--- src/rtl/seg_scan_ctrl.sv ---
// Time-multiplexed scan controller for a common-anode seven-segment display.
// Display values are taken over valid/ready and committed only at frame boundaries.
module seg_scan_ctrl #(
  parameter int NUM_DIGITS   = 4,
  parameter int SLOT_CYCLES  = 100000,
  parameter int BLANK_CYCLES = 1000,
  parameter int LZ_SUPPRESS  = 1
) (
  input  logic                    clk,
  input  logic                    reset,
  input  logic                    load_valid,
  output logic                    load_ready,
  input  logic [4*NUM_DIGITS-1:0] load_data,
  output logic [3:0]              digit,
  output logic [NUM_DIGITS-1:0]   an,
  output logic                    frame_start
);

  localparam int CNT_W = (SLOT_CYCLES > 1) ? $clog2(SLOT_CYCLES) : 1;
  localparam int IDX_W = (NUM_DIGITS > 1) ? $clog2(NUM_DIGITS) : 1;
  localparam logic [CNT_W-1:0] SLOT_LAST  = CNT_W'(SLOT_CYCLES - 1);
  localparam logic [CNT_W-1:0] BLANK_LAST = CNT_W'(BLANK_CYCLES - 1);
  localparam logic [IDX_W-1:0] IDX_LAST   = IDX_W'(NUM_DIGITS - 1);

  typedef enum logic {
    ST_BLANK = 1'b0,
    ST_SHOW  = 1'b1
  } state_e;

  state_e                  state_q, state_d;
  logic [IDX_W-1:0]        idx_q, idx_d;
  logic [CNT_W-1:0]        cnt_q, cnt_d;
  logic [4*NUM_DIGITS-1:0] disp_q, disp_d;
  logic [4*NUM_DIGITS-1:0] pend_q, pend_d;
  logic                    pending_q, pending_d;
  logic [NUM_DIGITS-1:0]   an_q, an_d;
  logic [3:0]              digit_q, digit_d;
  logic                    fs_q, fs_d;
  logic                    ready_q, ready_d;
  logic                    boundary_s;
  logic [NUM_DIGITS-1:0]   lz_mask_s;

  // Bit i set when digit i is a leading zero (nibbles NUM_DIGITS-1..i all zero).
  function automatic logic [NUM_DIGITS-1:0] lz_mask(input logic [4*NUM_DIGITS-1:0] v);
    logic [NUM_DIGITS-1:0] m;
    logic                  zero_above;
    m          = '0;
    zero_above = 1'b1;
    for (int i = NUM_DIGITS - 1; i >= 1; i--) begin
      zero_above = zero_above & (v[4*i +: 4] == 4'd0);
      m[i]       = zero_above;
    end
    return m;
  endfunction

  assign lz_mask_s  = (LZ_SUPPRESS != 0) ? lz_mask(disp_q) : '0;
  assign boundary_s = (state_q == ST_SHOW) && (cnt_q == SLOT_LAST) && (idx_q == IDX_LAST);

  always_comb begin
    state_d   = state_q;
    idx_d     = idx_q;
    cnt_d     = cnt_q + CNT_W'(1);
    disp_d    = disp_q;
    pend_d    = pend_q;
    pending_d = pending_q;

    case (state_q)
      ST_BLANK: begin
        if (cnt_q == BLANK_LAST) begin
          state_d = ST_SHOW;
        end else begin
          state_d = ST_BLANK;
        end
      end
      ST_SHOW: begin
        if (cnt_q == SLOT_LAST) begin
          state_d = ST_BLANK;
          cnt_d   = '0;
          idx_d   = (idx_q == IDX_LAST) ? '0 : idx_q + IDX_W'(1);
        end else begin
          state_d = ST_SHOW;
        end
      end
      default: begin
        state_d = ST_BLANK;
        cnt_d   = '0;
        idx_d   = '0;
      end
    endcase

    // A capture on the boundary cycle is only possible with nothing pending, so it never bypasses.
    if (boundary_s && pending_q) begin
      disp_d    = pend_q;
      pending_d = 1'b0;
    end else if (load_valid && ready_q) begin
      pend_d    = load_data;
      pending_d = 1'b1;
    end else begin
      pending_d = pending_q;
    end

    // Display outputs trail the scan state by one register stage.
    an_d    = '1;
    digit_d = disp_q[{idx_q, 2'b00} +: 4];
    fs_d    = (state_q == ST_BLANK) && (idx_q == '0) && (cnt_q == '0);
    ready_d = !pending_d;
    if ((state_q == ST_SHOW) && !lz_mask_s[idx_q]) begin
      an_d[idx_q] = 1'b0;
    end else begin
      an_d = '1;
    end
  end

  always_ff @(posedge clk or posedge reset) begin
    if (reset) begin
      state_q   <= ST_BLANK;
      idx_q     <= '0;
      cnt_q     <= '0;
      disp_q    <= '0;
      pend_q    <= '0;
      pending_q <= 1'b0;
      an_q      <= '1;
      digit_q   <= 4'd0;
      fs_q      <= 1'b0;
      ready_q   <= 1'b1;
    end else begin
      state_q   <= state_d;
      idx_q     <= idx_d;
      cnt_q     <= cnt_d;
      disp_q    <= disp_d;
      pend_q    <= pend_d;
      pending_q <= pending_d;
      an_q      <= an_d;
      digit_q   <= digit_d;
      fs_q      <= fs_d;
      ready_q   <= ready_d;
    end
  end

  assign an          = an_q;
  assign digit       = digit_q;
  assign frame_start = fs_q;
  assign load_ready  = ready_q;

endmodule

--- config.mk ---
export PLATFORM = sky130hd
export DESIGN_NAME = seg_scan_ctrl
export DESIGN_NICKNAME = d
export VERILOG_FILES = /design/src/rtl/seg_scan_ctrl.sv
export SDC_FILE = /design/constraint.sdc
export NUM_CORES = 1
export LEC_CHECK = 0
export ABC_CLOCK_PERIOD_IN_PS = 2300
export BUFFER_PORTS_ARGS = -buffer_cell sky130_fd_sc_hd__buf_2
export CAP_MARGIN = 5
export CORE_ASPECT_RATIO = 0.5
export CORE_UTILIZATION = 50
export CTS_BUF_LIST = sky130_fd_sc_hd__clkbuf_4
export DETAILED_ROUTE_END_ITERATION = 7
export PLACE_DENSITY_LB_ADDON = 0.12
export SETUP_SLACK_MARGIN = 0.3
export SLEW_MARGIN = 20
export SYNTH_ARGS = -nofsm -noshare
export SYNTH_HDL_FRONTEND = slang
export SYNTH_SLANG_ARGS = --single-unit
--- constraint.sdc ---
create_clock -name clk -period 2.3 [get_ports clk]
set_clock_uncertainty 0.2 [all_clocks]
set_input_delay 0.69 -clock clk [delete_from_list [all_inputs] [get_ports clk]]
set_output_delay 0.69 -clock clk [all_outputs]
set_load 0.1 [all_outputs]
==> results of run 1 <==
## Yosys cell counts (all sizes together) (2+ instances only)
master / number
mux2: 34
or4: 5
o31ai: 2
xor2: 6
dfstp: 5
inv: 8
xnor2: 8
nor2: 11
nand2: 8
nand3: 11
nor3: 11
buf: 6
mux4: 4
or3: 4
nand4: 6
dfrtp: 58
or2: 3
nor4: 3
clkbuf: 2
ha: 6
## per-stage QoR
stage | setup TNS, ps | instance area [µm²] | util [%]
3_3_place_gp | 0 | 3160 | 61.3
2_1_floorplan | -592 | 2840 | -
4_1_cts | 0 | 3440 | 66.8
6_report | 0 | 3490 | 67.6
3_5_place_dp | 0 | 3160 | 61.3
5_1_grt | 0 | 3480 | 67.6
## final cells by class
| type | instances | area share (%) |
|---|---|---|
| tap | 70 | 2.51 |
| multi-input combinational | 131 | 32.9 |
| timing repair buffer | 55 | 14.0 |
| antenna | 1 | 0.0718 |
| clock inverter | 6 | 2.01 |
| sequential | 63 | 45.4 |
| inverter | 8 | 0.969 |
| clock buffer | 10 | 2.15 |
## what timing repair did
| action | in CTS | in global routing |
|---|---|---|
| pin swaps | 3 | 2 |
| setup buffers | 4 | 3 |
| cloned | 1 | 0 |
| gates resized for setup | 25 | 4 |
| endpoints found under the setup margin | 53 | 50 |
## state kept, by name (all words and copies together) (netlist names)
register / flops
cnt_q: 17
disp_q: 16
pend_q: 16
an: 4
digit: 4
idx_q: 2
frame_start: 1
load_ready: 1
pending_q: 1
state_q: 1
## cells in the final DEF, fill, tap and decap left out, types with 9 or more instances in the layout
cell      count
dfrtp_1      58
buf_4        28
mux2_2       23
buf_2        18
nand3_1      11
nor2_1       11
mux2_4       10
clkbuf_4     10
nor3_1        9
## layer usage
metal  vias to the layer above  GRT usage [%]  part of all wire, %
li1                        869              -                    -
met1                       927           27.1                   46
met2                        65           31.6                   46
met3                         7           6.91                  6.0
met4                         0           9.82                  1.2
met5                         -              0                    0
## cell families after synthesis
logic type	synth area share, %
AND/OR/NAND/NOR	13.5
flip-flops	56.2
multiplexers	18.1
buffers and inverters	3.60
XOR/XNOR	4.36
AO/OA/AOI/OAI	1.47
adder cells (fa/ha/maj)	2.67
## worst reg2reg max path: cells and delay by family (launching register included)
kind	cells	cell delay (ps)
muxes	1	300
DFF	1	410
AOI/OAI and AO/OA	1	340
buffers and inverters	1	170
and+or+nand+nor	2	660
## final timing paths
kind / endpoint / depth (start not counted)
setup / recovery: pend_q[0] / 5
hold / removal: cnt_q[1] / 2
setup reg to reg: pend_q[0] / 5
hold reg to reg: pending_q / 2
max in group asynchronous: load_ready / 3
min in group clk: pend_q[12] / 2
## power breakdown
group | internal [W] | switching (W) | total, W | leakage (nW)
Clock | 0.000348 | 0.000418 | 0.000766 | 0.0692
Sequential | 0.00123 | 0.0000730 | 0.00130 | 0.808
Combinational | 0.000154 | 0.0000736 | 0.000228 | 0.741
Total | 0.00173 | 0.000564 | 0.00229 | 1.62
==> run_results.csv, run 1 <==
group,metric,value,unit
timing,fin_hold_ws,98.7,ps
power,p_leak,1.62,nW
finish,nNetsFinal,293,
global_routing,grt-ovfl-total,0,
cts,clock_path_buffers,2,
synthesis,yosysSeqAreaShare,56.2,%
power,total_power,0.00229,W
synthesis,synth_top_area_share,51.6,%
power,ir_worst_vdd,0.496,mV
finish,fillers,381,
setup_path,worstPathMaxFanout,16,
worst_hold_path,hp-class,"input port to asynchronous set/reset pin",
power,power.density,658,mW/mm²
setup_path,max_stage_delay,410,ps
synthesis,synthTopCellsByArea,"dfrtp_1 52%, mux2_2 9.2%, mux2_4 5.3%",
drt,via_per_inst,5.43,
placed_design,dp_slack,91.0,ps
drt,drt_wl_total,5250,µm
floorplan,dieArea,0.00595,mm²
timing,grt_setup_unrepaired,"yes",
setup_path,worstPathCellList,"or3_4, or2_4, o31a_1, buf_12, mux2_4",
global_routing,grt_max_degree,36,
drt,vias,1868,
cts,hold_buffers,0,
placed_design,dp.cells,319,
timing,worst_slack,121,ps
finish,final_cells,344,
setup_path,ff2ff_setup_slack,120,ps
placed_design,place_congestion,0.971,
timing,tightest_slew,470,ps
setup_path,r2r-start,"cnt_q[14]",
global_routing,grt_antenna_before_repair,0,
timing,setup-violations-final,0,
finish,area_growth,23.9,%
finish,final-seq-area,0.00158,mm²
drt,dr.pass1.iters,4,
drt,drt_iter0_drc,70,
job,maxCapViolCount,0,
setup_path,crit_path_top_delay_cell,"dfrtp_1",
synthesis,synth-edff-count,0,
setup_path,crit_path_start_kind,"register",
timing,finalCritPeriodShare,94.7,%
drt,drc_errors,0,
drt,antenna_left,0,
global_routing,track_usage,20.7,%
floorplan,core-area,0.00516,mm²
cts,cts_tree,"done",
global_routing,grt_pass1_vias,1826,
cts,numCtsBuffers,9,
cts,h-tree-depth,3,
timing,min_period,2180,ps
floorplan,start_util,54.6,%
setup_path,worstPathRequired,2390,ps
synthesis,synth_cell_types,36,
timing,relSlewSlack,68.6,%
placed_design,io_buffers,28,
setup_path,arrival,2270,ps
synthesis,synth_cells,210,
synthesis,synth-seq-cells,63,
synthesis,synth_area_per_cell,13.4,µm²
setup_path,cp_top_family,"simple AND/OR/NAND/NOR gates",
cts,clock-sinks,63,
finish,drive_gt1_share,45.8,%
synthesis,synth_area,0.00281,mm²
finish,multi_input_area,0.00115,mm²
drt,avgRoutedWirePerCell,15.3,µm
setup_path,worst-path-buf-inv,1,
floorplan,die_y,55.0,µm
synthesis,synth-main-ff-cell,"dfrtp_1",
placed_design,dp_hpwl,3620,µm
cts,clkLatencyLatePin,410,ps
timing,max_freq,459,MHz
floorplan,rows,18,
run_status,status,"completed",
synthesis,yosysTopAreaCell,"dfrtp_1",
cts,cts_root_buffer,"clkbuf_4",
floorplan,die_w,108,µm
floorplan,io_pins,29,
setup_path,end_kind,"register",
synthesis,async_flop_share,100,%
timing,hold_viol,0,
synthesis,synth_warnings,0,
cts,clk_pin_slew,100,ps
setup_path,crit_type,"register to register",
synthesis,synth_fp_nets,235,
timing,slew_violations,0,
setup_path,cp-startpoint,"cnt_q[14]",
global_routing,grt_pass1_wl,8780,µm
Power figures use the tool's default switching activity.
==> inputs of run 2 (changes only) <==
--- a/config.mk
+++ b/config.mk
@@ -5,14 +5,14 @@
 export SDC_FILE = /design/constraint.sdc
 export NUM_CORES = 1
 export LEC_CHECK = 0
-export ABC_CLOCK_PERIOD_IN_PS = 2300
+export ABC_CLOCK_PERIOD_IN_PS = 2100
 export BUFFER_PORTS_ARGS = -buffer_cell sky130_fd_sc_hd__buf_2
 export CAP_MARGIN = 5
 export CORE_ASPECT_RATIO = 0.5
 export CORE_UTILIZATION = 50
 export CTS_BUF_LIST = sky130_fd_sc_hd__clkbuf_4
 export DETAILED_ROUTE_END_ITERATION = 7
-export PLACE_DENSITY_LB_ADDON = 0.12
+export PLACE_DENSITY = 0.68
 export SETUP_SLACK_MARGIN = 0.3
 export SLEW_MARGIN = 20
 export SYNTH_ARGS = -nofsm -noshare
==> constraint.sdc (replaced) <==
create_clock -name clk -period 2.1 [get_ports clk]
set_clock_uncertainty 0.2 [all_clocks]
set_input_delay 0.63 -clock clk [delete_from_list [all_inputs] [get_ports clk]]
set_output_delay 0.63 -clock clk [all_outputs]
set_load 0.1 [all_outputs]
==> run 2 against run 1 <==
The run now ends with negative setup slack left. Register-to-register slack got worse by 220 ps. Clock power rose by 3.0%. Die area did not move. Combinational power rose by 11%. Critical path depth did not move. Utilization rose by 4.1 points. Non-clock buffer count rose by 4. Final area rose by 6.1%. Hold slack got worse by 90 ps. Clock-buffer cell count fell by 1. Largest cell class unchanged. Largest power group unchanged.
==> run_results.csv, run 2 (synthesis gave the netlist of run 1 again) <==
group,metric,value,unit
run_status,status,"finished with violations",
run_status,violations,"negative setup slack",
power,power.density,665,mW/mm²
finish,layout_commonest_cell,"dfrtp_1",
floorplan,core-area,0.00516,mm²
global_routing,grt_max_degree,35,
floorplan,die_y,55.0,µm
setup_path,worstPathRequired,2200,ps
finish,area_growth,31.4,%
finish,final_cells,347,
cts,h-tree-depth,3,
drt,via_per_inst,5.39,
global_routing,grt-ovfl-total,0,
finish,final-seq-area,0.00158,mm²
power,seqPwrFrac,57.6,%
job,maxCapViolCount,0,
power,swShare,24.1,%
cts,clock_path_buffers,2,
cts,cts_tree,"done",
timing,finalSetupTns,-1700,ps
setup_path,arrival,2290,ps
power,p_int,0.00187,W
timing,min_period,2190,ps
finish,multi_input_area,0.00126,mm²
finish,fillers,351,
floorplan,io_pins,29,
global_routing,grt_pass1_vias,1803,
placed_design,dp_hpwl,3640,µm
setup_path,ff2ff_setup_slack,-90,ps
cts,clkLatencyLatePin,410,ps
cts,clock-sinks,63,
drt,vias,1872,
cts,cts_root_buffer,"clkbuf_4",
power,ir_worst_vdd,0.530,mV
power,p_leak,1.69,nW
timing,slew_violations,0,
drt,drt_wl_total,5690,µm
power,pwr-share-clk,32.1,%
timing,grt_setup_unrepaired,"yes",
finish,reg.largest.list,"cnt_q (17), disp_q (16), pend_q (16)",
worst_hold_path,hp-class,"input port to asynchronous set/reset pin",
cts,clk_pin_slew,100,ps
timing,max_freq,456,MHz
setup_path,crit_path_start_kind,"register",
power,comb_power_share,10.3,%
global_routing,track_usage,21.3,%
setup_path,r2r-end,"pend_q[6]",
drt,antenna_left,0,
setup_path,r2r-start,"cnt_q[13]",
setup_path,worstPathMaxFanout,16,
placed_design,place_congestion,0.903,
placed_design,dp.cells,324,
finish,largest_reg_flops,17,
drt,avgRoutedWirePerCell,16.4,µm
drt,drc_errors,0,
finish,final_cell_mix,"58 x dfrtp_1, 24 x buf_4, 18 x buf_2, 17 x mux2_4, 16 x mux2_2",
timing,fin_hold_ws,9.15,ps
drt,drt_iter0_drc,95,
floorplan,dieArea,0.00595,mm²
placed_design,dp_slack,-58.5,ps
floorplan,start_util,54.6,%
setup_path,crit_type,"register to register",
global_routing,grt_pass1_wl,8860,µm
timing,worst_slack,-93.9,ps
timing,relSlewSlack,72.3,%
floorplan,rows,18,
finish,nNetsFinal,297,
finish,fin_util,71.7,%
finish,n_antenna_cell,0,
finish,drive_gt1_share,50.9,%
cts,numCtsBuffers,9,
setup_path,end_kind,"register",
drt,dr.pass1.iters,4,
timing,tightest_slew,415,ps
timing,hold_viol,0,
floorplan,die_w,108,µm
cts,hold_buffers,0,
timing,setup-violations-final,32,
placed_design,io_buffers,28,
finish,top_register,"cnt_q",
global_routing,grt_antenna_before_repair,0,
power,switching_power,0.000594,W
timing,finalCritPeriodShare,104,%
setup_path,reg2reg_depth,5,
## run 2: changes by cell type in the layout (fill, tap and decap cells not counted), moves of 2 or more
cell | previous run | this run
mux2_2 | 23 | 16
mux2_4 | 10 | 17
buf_12 | 8 | 14
buf_4 | 28 | 24
nor2_1 | 11 | 7
nor2_2 | 0 | 3
or4_1 | 5 | 2
or4_4 | 0 | 3
clkinv_1 | 0 | 2
clkinv_2 | 0 | 2
clkinvlp_4 | 4 | 2
nor3_1 | 9 | 7
## run 2: cell type report
type                            count  share of cell area (%)
Clock buffer                        9                    1.83
Clock inverter                      7                    1.73
Inverter                            8                   0.913
Multi-Input combinational cell    131                    34.1
Sequential cell                    63                    42.8
Tap cell                           70                    2.37
Timing Repair Buffer               59                    16.3
## run 2: power groups by stage
stage	clock (W)	sequential (W)	combinational, W
2_1_floorplan	0	0.00142	0.000194
3_3_place_gp	0	0.00143	0.000237
3_5_place_dp	0	0.00144	0.000249
4_1_cts	0.000804	0.00142	0.000257
5_1_grt	0.000871	0.00144	0.000276
6_report	0.000789	0.00142	0.000253
## run 2: worst max path at each step
| stage | from | slack, ps | to |
|---|---|---|---|
| 4_1_cts | cnt_q[0] | -50 | pend_q[6] |
| 2_1_floorplan | cnt_q[0] | -280 | disp_q[10] |
| 6_report | cnt_q[13] | -90 | pend_q[6] |
| 5_1_grt | cnt_q[13] | -120 | pend_q[6] |
| 3_5_place_dp | cnt_q[13] | -60 | pend_q[7] |
| 3_3_place_gp | cnt_q[13] | -40 | pend_q[5] |
## run 2: critical path, stage by stage, from the launching register on
cell	delay, ps
dfrtp_1	390
or3_4	390
or2_4	290
o31a_1	340
buf_12	170
mux2_4	300
## run 2: per-stage QoR
| stage | cell area (µm²) | total power (W) |
|---|---|---|
| after global routing | 3700 | 0.00259 |
| after global placement | 3200 | 0.00167 |
| final | 3700 | 0.00246 |
| after CTS | 3570 | 0.00248 |
| after floorplan | 2840 | 0.00162 |
| after detailed placement | 3200 | 0.00168 |
## run 2: what timing repair did
| item | CTS | global route |
|---|---|---|
| hold endpoints to repair | 0 | 0 |
| cloned | 0 | 1 |
| resized for setup | 60 | 12 |
| pin swaps | 1 | 1 |
| endpoints found under the setup margin | 61 | 61 |
| buffers inserted | 2 | 4 |
## run 2: per-layer routing
layer / vias to the layer above / GRT usage, % / wire length [µm]
li1: 875 / - / -
met1: 935 / 26.2 / 2560
met2: 46 / 35.1 / 2690
met3: 16 / 8.08 / 314
met4: 0 / 7.99 / 123
met5: - / 0 / 0
